File: src/rtl/instr_encoder_pkg.sv
// instr_enc_pkg: mnemonic codes, MIPS opcode/funct constants and encoder FSM states
package instr_enc_pkg;
   localparam logic [4:0] M_ADD  = 5'd0;
   localparam logic [4:0] M_SUB  = 5'd1;
   localparam logic [4:0] M_AND  = 5'd2;
   localparam logic [4:0] M_OR   = 5'd3;
   localparam logic [4:0] M_SLT  = 5'd4;
   localparam logic [4:0] M_SLL  = 5'd5;
   localparam logic [4:0] M_JR   = 5'd6;
   localparam logic [4:0] M_J    = 5'd7;
   localparam logic [4:0] M_JAL  = 5'd8;
   localparam logic [4:0] M_BEQ  = 5'd9;
   localparam logic [4:0] M_BNE  = 5'd10;
   localparam logic [4:0] M_BLT  = 5'd11;
   localparam logic [4:0] M_BLE  = 5'd12;
   localparam logic [4:0] M_ADDI = 5'd13;
   localparam logic [4:0] M_ORI  = 5'd14;
   localparam logic [4:0] M_LI   = 5'd15;
   localparam logic [4:0] M_LW   = 5'd16;
   localparam logic [4:0] M_SW   = 5'd17;

   localparam logic [5:0] OP_R    = 6'd0;
   localparam logic [5:0] OP_J    = 6'd2;
   localparam logic [5:0] OP_JAL  = 6'd3;
   localparam logic [5:0] OP_BEQ  = 6'd4;
   localparam logic [5:0] OP_BNE  = 6'd5;
   localparam logic [5:0] OP_BLT  = 6'd6;
   localparam logic [5:0] OP_BLE  = 6'd7;
   localparam logic [5:0] OP_ADDI = 6'd8;
   localparam logic [5:0] OP_ORI  = 6'd13;
   localparam logic [5:0] OP_LI   = 6'd15;
   localparam logic [5:0] OP_LW   = 6'd35;
   localparam logic [5:0] OP_SW   = 6'd43;

   localparam logic [5:0] F_ADD = 6'h20;
   localparam logic [5:0] F_SUB = 6'h22;
   localparam logic [5:0] F_AND = 6'h24;
   localparam logic [5:0] F_OR  = 6'h25;
   localparam logic [5:0] F_SLT = 6'h2A;
   localparam logic [5:0] F_SLL = 6'h00;
   localparam logic [5:0] F_JR  = 6'h08;

   typedef enum logic [1:0] {S_IDLE, S_RUN, S_FULL} state_t;
endpackage

File: src/rtl/instr_encoder_if.sv
// instr_encoder_if: stimulus-side handshake and instruction-memory write bus of the encoder
interface instr_encoder_if #(parameter int ADDR_W = 8);
   logic              start_i;
   logic              in_valid_i;
   logic              in_ready_o;
   logic [4:0]        mnem_i;
   logic [4:0]        rs_i;
   logic [4:0]        rt_i;
   logic [4:0]        rd_i;
   logic [4:0]        shamt_i;
   logic [15:0]       imm_i;
   logic [25:0]       target_i;
   logic              im_we_o;
   logic              im_ready_i;
   logic [ADDR_W-1:0] im_addr_o;
   logic [31:0]       im_data_o;
   logic [ADDR_W:0]   count_o;
   logic              full_o;
   logic              err_o;

   modport slave (
      input  start_i, in_valid_i, mnem_i, rs_i, rt_i, rd_i, shamt_i, imm_i, target_i, im_ready_i,
      output in_ready_o, im_we_o, im_addr_o, im_data_o, count_o, full_o, err_o
   );

   modport master (
      output start_i, in_valid_i, mnem_i, rs_i, rt_i, rd_i, shamt_i, imm_i, target_i, im_ready_i,
      input  in_ready_o, im_we_o, im_addr_o, im_data_o, count_o, full_o, err_o
   );
endinterface

File: src/rtl/instr_field_packer.sv
// instr_field_packer: combinational mnemonic + fields -> 32-bit MIPS word and legality flag
module instr_field_packer
   import instr_enc_pkg::*;
(
   input  logic [4:0]  mnem,
   input  logic [4:0]  rs,
   input  logic [4:0]  rt,
   input  logic [4:0]  rd,
   input  logic [4:0]  shamt,
   input  logic [15:0] imm,
   input  logic [25:0] target,
   output logic [31:0] word,
   output logic        legal
);
   // pack fields per format, zeroing the fields each opcode ignores
   always_comb begin
      word  = '0;
      legal = 1'b1;
      case (mnem)
         M_ADD:   word = {OP_R, rs, rt, rd, 5'd0, F_ADD};
         M_SUB:   word = {OP_R, rs, rt, rd, 5'd0, F_SUB};
         M_AND:   word = {OP_R, rs, rt, rd, 5'd0, F_AND};
         M_OR:    word = {OP_R, rs, rt, rd, 5'd0, F_OR};
         M_SLT:   word = {OP_R, rs, rt, rd, 5'd0, F_SLT};
         M_SLL:   word = {OP_R, 5'd0, rt, rd, shamt, F_SLL};
         M_JR:    word = {OP_R, rs, 15'd0, F_JR};
         M_J:     word = {OP_J, target};
         M_JAL:   word = {OP_JAL, target};
         M_BEQ:   word = {OP_BEQ, rs, rt, imm};
         M_BNE:   word = {OP_BNE, rs, rt, imm};
         M_BLT:   word = {OP_BLT, rs, rt, imm};
         M_BLE:   word = {OP_BLE, rs, rt, imm};
         M_ADDI:  word = {OP_ADDI, rs, rt, imm};
         M_ORI:   word = {OP_ORI, rs, rt, imm};
         M_LI:    word = {OP_LI, 5'd0, rt, imm};
         M_LW:    word = {OP_LW, rs, rt, imm};
         M_SW:    word = {OP_SW, rs, rt, imm};
         default: legal = 1'b0;
      endcase
   end
endmodule

File: src/rtl/instr_encoder.sv
// instr_encoder: accepts symbolic instructions, encodes them and writes them to consecutive imem words
module instr_encoder
   import instr_enc_pkg::*;
#(
   parameter int ADDR_W = 8
) (
   input  logic            clk_i,
   input  logic            rst_i,
   instr_encoder_if.slave  bus
);
   localparam int DEPTH = 1 << ADDR_W;
   localparam logic [ADDR_W:0] CNT_MAX = (ADDR_W+1)'(DEPTH);

   state_t state, state_nx;
   logic [ADDR_W-1:0] next_addr;
   logic [31:0] word;
   logic legal, xfer, take, done;

   instr_field_packer u_pack (
      .mnem   (bus.mnem_i),
      .rs     (bus.rs_i),
      .rt     (bus.rt_i),
      .rd     (bus.rd_i),
      .shamt  (bus.shamt_i),
      .imm    (bus.imm_i),
      .target (bus.target_i),
      .word   (word),
      .legal  (legal)
   );

   assign bus.in_ready_o = (state == S_RUN) & ~bus.start_i & (~bus.im_we_o | bus.im_ready_i);
   assign bus.full_o     = (state == S_FULL);
   assign xfer = bus.in_valid_i & bus.in_ready_o;
   assign take = xfer & legal;
   assign done = bus.im_we_o & bus.im_ready_i & ~bus.start_i;

   // state register
   always_ff @(posedge clk_i or negedge rst_i)
      if (!rst_i) state <= S_IDLE;
      else state <= state_nx;

   // start always (re)enters RUN; a legal accept at the last address fills the memory
   always_comb begin
      state_nx = bus.start_i ? S_RUN : (state == S_RUN && take && &next_addr) ? S_FULL : state;
   end

   // output register, address/count tracking and sticky error
   always_ff @(posedge clk_i or negedge rst_i)
      if (!rst_i) begin
         bus.im_we_o   <= 1'b0;
         bus.im_addr_o <= '0;
         bus.im_data_o <= '0;
         bus.count_o   <= '0;
         bus.err_o     <= 1'b0;
         next_addr     <= '0;
      end else if (bus.start_i) begin
         bus.im_we_o <= 1'b0;
         bus.count_o <= '0;
         bus.err_o   <= 1'b0;
         next_addr   <= '0;
      end else begin
         if (done && bus.count_o != CNT_MAX) bus.count_o <= bus.count_o + 1'b1;
         if (take) begin
            bus.im_we_o   <= 1'b1;
            bus.im_addr_o <= next_addr;
            bus.im_data_o <= word;
            next_addr     <= next_addr + 1'b1;
         end else if (done) bus.im_we_o <= 1'b0;
         if (xfer && !legal) bus.err_o <= 1'b1;
      end
endmodule

File: src/flat_wrapper.sv
// flat-port wrapper written by rule: the top's interface ports become plain ports
module instr_encoder_flat import instr_enc_pkg::*;
#(
   parameter int ADDR_W = 8
)
  (clk_i, rst_i, bus_start_i, bus_in_valid_i, bus_mnem_i, bus_rs_i, bus_rt_i, bus_rd_i, bus_shamt_i, bus_imm_i, bus_target_i, bus_im_ready_i, bus_in_ready_o, bus_im_we_o, bus_im_addr_o, bus_im_data_o, bus_count_o, bus_full_o, bus_err_o);
  instr_encoder_if #(.ADDR_W(ADDR_W)) bus_i ();
  input  logic clk_i;
  input  logic rst_i;
  input wire logic [$bits(bus_i.start_i)-1:0] bus_start_i;
  input wire logic [$bits(bus_i.in_valid_i)-1:0] bus_in_valid_i;
  input wire logic [$bits(bus_i.mnem_i)-1:0] bus_mnem_i;
  input wire logic [$bits(bus_i.rs_i)-1:0] bus_rs_i;
  input wire logic [$bits(bus_i.rt_i)-1:0] bus_rt_i;
  input wire logic [$bits(bus_i.rd_i)-1:0] bus_rd_i;
  input wire logic [$bits(bus_i.shamt_i)-1:0] bus_shamt_i;
  input wire logic [$bits(bus_i.imm_i)-1:0] bus_imm_i;
  input wire logic [$bits(bus_i.target_i)-1:0] bus_target_i;
  input wire logic [$bits(bus_i.im_ready_i)-1:0] bus_im_ready_i;
  output wire logic [$bits(bus_i.in_ready_o)-1:0] bus_in_ready_o;
  output wire logic [$bits(bus_i.im_we_o)-1:0] bus_im_we_o;
  output wire logic [$bits(bus_i.im_addr_o)-1:0] bus_im_addr_o;
  output wire logic [$bits(bus_i.im_data_o)-1:0] bus_im_data_o;
  output wire logic [$bits(bus_i.count_o)-1:0] bus_count_o;
  output wire logic [$bits(bus_i.full_o)-1:0] bus_full_o;
  output wire logic [$bits(bus_i.err_o)-1:0] bus_err_o;
  assign bus_i.start_i = bus_start_i;
  assign bus_i.in_valid_i = bus_in_valid_i;
  assign bus_i.mnem_i = bus_mnem_i;
  assign bus_i.rs_i = bus_rs_i;
  assign bus_i.rt_i = bus_rt_i;
  assign bus_i.rd_i = bus_rd_i;
  assign bus_i.shamt_i = bus_shamt_i;
  assign bus_i.imm_i = bus_imm_i;
  assign bus_i.target_i = bus_target_i;
  assign bus_i.im_ready_i = bus_im_ready_i;
  assign bus_in_ready_o = bus_i.in_ready_o;
  assign bus_im_we_o = bus_i.im_we_o;
  assign bus_im_addr_o = bus_i.im_addr_o;
  assign bus_im_data_o = bus_i.im_data_o;
  assign bus_count_o = bus_i.count_o;
  assign bus_full_o = bus_i.full_o;
  assign bus_err_o = bus_i.err_o;
  instr_encoder #(.ADDR_W(ADDR_W)) u_core (.clk_i(clk_i), .rst_i(rst_i), .bus(bus_i));
endmodule
File: config.mk
export PLATFORM = sky130hd
export DESIGN_NAME = instr_encoder_flat
export DESIGN_NICKNAME = d
export VERILOG_FILES = /design/src/rtl/instr_encoder_pkg.sv /design/src/rtl/instr_encoder_if.sv /design/src/rtl/instr_field_packer.sv /design/src/rtl/instr_encoder.sv /design/src/flat_wrapper.sv
export SDC_FILE = /design/constraint.sdc
export NUM_CORES = 1
export LEC_CHECK = 0
export CORE_MARGIN = 5
export CORE_UTILIZATION = 30
export CTS_CLUSTER_DIAMETER = 30
export DETAILED_ROUTE_END_ITERATION = 10
export GPL_TIMING_DRIVEN = 0
export PLACE_DENSITY_LB_ADDON = 0.05
export SYNTH_ARGS = -nofsm -noshare
export SYNTH_HDL_FRONTEND = slang
export SYNTH_SLANG_ARGS = --single-unit
export TNS_END_PERCENT = 10
File: constraint.sdc
create_clock -name clk_i -period 1.7 [get_ports clk_i]
set_input_delay 0.255 -clock clk_i [delete_from_list [all_inputs] [get_ports clk_i]]
set_output_delay 0.255 -clock clk_i [all_outputs]
set_load 0.01 [all_outputs]
==> metrics.txt, run 1 <==
DRC 0; final hold vios 13; wire per inst between 15 and 20 um; final WL between 10000 and 15000 um; RSZ-0062 raised after global routing true; placed insts between 500 and 600; status finished, violations left; violated checks negative hold slack, negative setup slack; Lkg Pwr a little over 2 nW; Setup Skew between 10 and 15 ps; Final Power slightly above 0.004 W; critical path launch point u_core.state[1]; routed via count just over 3000; Global Route Usage Sum 0.169; count leader, synth dfrtp_1; Synth cell types 53; crit path DAT between 1500 and 2000 ps; Detailed Place HPWL around 7600 um; Initial Util 0.303; DRT iter0 DRCs 185; worst slew pin tran slightly below 800 ps; Layout Cells excl Fill between 600 and 700; antenna violations before repair 0; Synth top cells by count 60 x dfrtp_1, 50 x nor2_1, 34 x a21oi_1; top_reg_cell synth dfrtp_1; final setup violation count 1; Post-Syn Instances 337; Synth area leaders dfrtp_1 49%, nor2_1 6.1%, a21oi_1 5.5%, nand2_1 3.6%, o21ai_0 3.6%; layout cell share with drive strength beyond 1 0.137; H-tree levels 3; max-cap violation count 0; Max Slew Vio Count 0; ant diodes 0; Rows 37; synthesized cell area just over 3000 um2; HP Class in -> async; synth warn 0; Max Freq about 570 MHz; critical path's slowest cell or3_4; CTS root buf clkbuf_8; syn_area_per_cell approximately 9 um2; clk slew on worst S/H paths about 70 ps; largest net degree at the start of global routing between 60 and 70; critical path class reg -> reg; Buf+Inv Stages, Crit Path 0; Yosys reg bits 60; area leader, netlist dfrtp_1; number of enable flip-flop cells after synthesis 0; Layout Nets 551; clock latency on the worst-skew pair 340 ps; crit-path leading delay family simple AND/OR/NAND/NOR gates; Cell Chain, Critical Path nand4bb_4, or3_4, nor4_4, mux2_4; Core Box Area 10200 um2; first-pass GRT wire length approximately 17000 um; clock sink count 60; slew margin rel. 0.483; number of global-route vias before repair 3144; setup slack, reg-to-reg -50 ps; Final period util 1.03; Max Fanout on Critical Path 6; ys async rst share 1.00; Die Span Y 111 um; Critical R2R Launch u_core.state[1]; Top Ports around 130; fin crit period around 1700 ps; gp weighted congestion 0.839; Yosys top cell area share 0.486; First-pass DRT Iterations 4; CTS tree yes; remaining antenna violation count after routing 0; Max rail drop VDD around 0.35 mV; Max stage delay on crit path around 470 ps; sequential share of the synthesized area 0.486; IO Port Bufs 123; Power Dens Cells roughly 830 nW/um2; CTS Buffer Depth 2; die extent in x 111 um; CP Data Required Time roughly 1900 ps; total grt overflow 0; Setup WS post-layout -45.6 ps; WHS -17.7 ps; Syn Nets between 400 and 500; Vias/cell between 5 and 6; Die ar. about 12000 um2; CTS buffer count 9; Startpoint Class flop; Layout area overhead 60.0%; CTS Hold Buffers Added 0; CP Capture Type flop
==> layer usage <==
metal | vias up | GRT usage | routed length [um]
li1 | 1501 | - | -
met1 | 1494 | 0.223 | 4720
met2 | 86 | 0.271 | 4920
met3 | 12 | 0.0473 | 599
met4 | 0 | 0.0503 | 139
met5 | - | 0 | 0
==> cell usage in the layout, fill, tap and decap left out, types with 2 or more instances in the layout <==
master,count
buf_4,9
a31oi_1,5
buf_12,2
dlygate4sd2_1,5
buf_6,2
clkbuf_1,3
a221oi_2,5
and3_1,2
ha_1,3
clkdlybuf4s50_1,114
nor3_1,4
a22oi_1,2
buf_2,2
a21oi_1,33
nor4_1,3
dlymetal6s2s_1,2
or3_1,4
mux2i_1,3
nand3_1,7
o32a_1,2
dfrtp_1,58
inv_1,12
dfrtp_2,2
nand2b_1,11
clkbuf_2,8
clkbuf_8,12
o21ai_0,21
xor2_1,2
xnor2_1,4
nand2_1,30
nand4_1,2
and2_1,3
nor2b_1,3
a222oi_1,10
nor2_1,50
clkbuf_4,2
nor3_4,2
==> final cells by class <==
class | instances | area (um2)
flip-flops and latches | 60 | 1500
clock buffers | 13 | 169
multi-input cells | 245 | 1600
well taps | 136 | 170
plain buffers | 19 | 133
inverters | 12 | 45.0
clock inverters | 3 | 43.8
repair buffers | 129 | 1280
fillers | 965 | 5240
==> state kept, by name, indices dropped and copies added, names as in the netlist <==
| register | flops |
|---|---|
| u_core.state | 2 |
| u_core.bus.im_data_o | 31 |
| u_core.bus.im_we_o | 1 |
| u_core.bus.err_o | 1 |
| u_core.next_addr | 8 |
| u_core.bus.count_o | 9 |
| u_core.bus.im_addr_o | 8 |
==> power breakdown <==
part	switching, W	total (W)	internal (W)
sequential	0.0000953	0.00169	0.00159
clock	0.000584	0.00138	0.000799
combinational	0.000457	0.00104	0.000584
total	0.00114	0.00411	0.00297
==> worst reg2reg max path: stages, from the launching register on <==
cell	delay, ps
dfrtp_1	390
nand4bb_4	260
or3_4	470
nor4_4	190
mux2_4	320
==> kinds of logic (layout without fill, tap and decap cells) <==
group | count (synthesis) | count (layout) | share of synthesized area
fa+ha+maj | 3 | 3 | 0.0122
mux | 5 | 5 | 0.0170
other cells | 1 | 1 | 0.00121
xor+xnor | 6 | 6 | 0.0170
flops | 60 | 60 | 0.486
buf+inv | 32 | 176 | 0.0446
compound gates | 100 | 100 | 0.216
simple gates | 130 | 130 | 0.206
==> metrics by stage <==
stage,utilization,hold WS (ps),setup TNS (ps),setup WS [ps],area (um2)
6_report,0.485,-17.7,-45.6,-45.6,4940
5_1_grt,0.485,52.8,-390,-108,4940
4_1_cts,0.474,19.6,-220,-85.1,4830
3_5_place_dp,0.442,401,-29600,-754,4500
3_3_place_gp,0.442,462,-136550,-2030,4500
2_1_floorplan,-,-40.6,0,18.1,3100
==> path summary, 6_finish.rpt <==
path / end / cells past startpoint
setup reg to reg: u_core.next_addr[5] / 4
hold / removal: u_core.bus.im_data_o[12] / 1
min in group clk_i: u_core.bus.im_we_o / 3
setup / recovery: u_core.next_addr[5] / 4
hold reg to reg: u_core.bus.im_addr_o[7] / 2
max in group asynchronous: u_core.bus.im_we_o / 1
==> repair_timing <==
item | in CTS | in global routing
setup buffers | 4 | 2
resized for setup | 29 | 30
pin swaps | 3 | 6
endpoints found under the setup margin | 51 | 38
gates cloned | 0 | 0
(Power assumes the default switching activity.)
==> run 2: changes to the inputs <==
--- a/config.mk
+++ b/config.mk
@@ -8,6 +8,7 @@
 export CORE_MARGIN = 5
 export CORE_UTILIZATION = 30
 export CTS_CLUSTER_DIAMETER = 30
+export CTS_CLUSTER_SIZE = 30
 export DETAILED_ROUTE_END_ITERATION = 10
 export GPL_TIMING_DRIVEN = 0
 export PLACE_DENSITY_LB_ADDON = 0.05
==> results of run 2 <==
The final DEF is identical to that of run 1; final timing and power are the same.
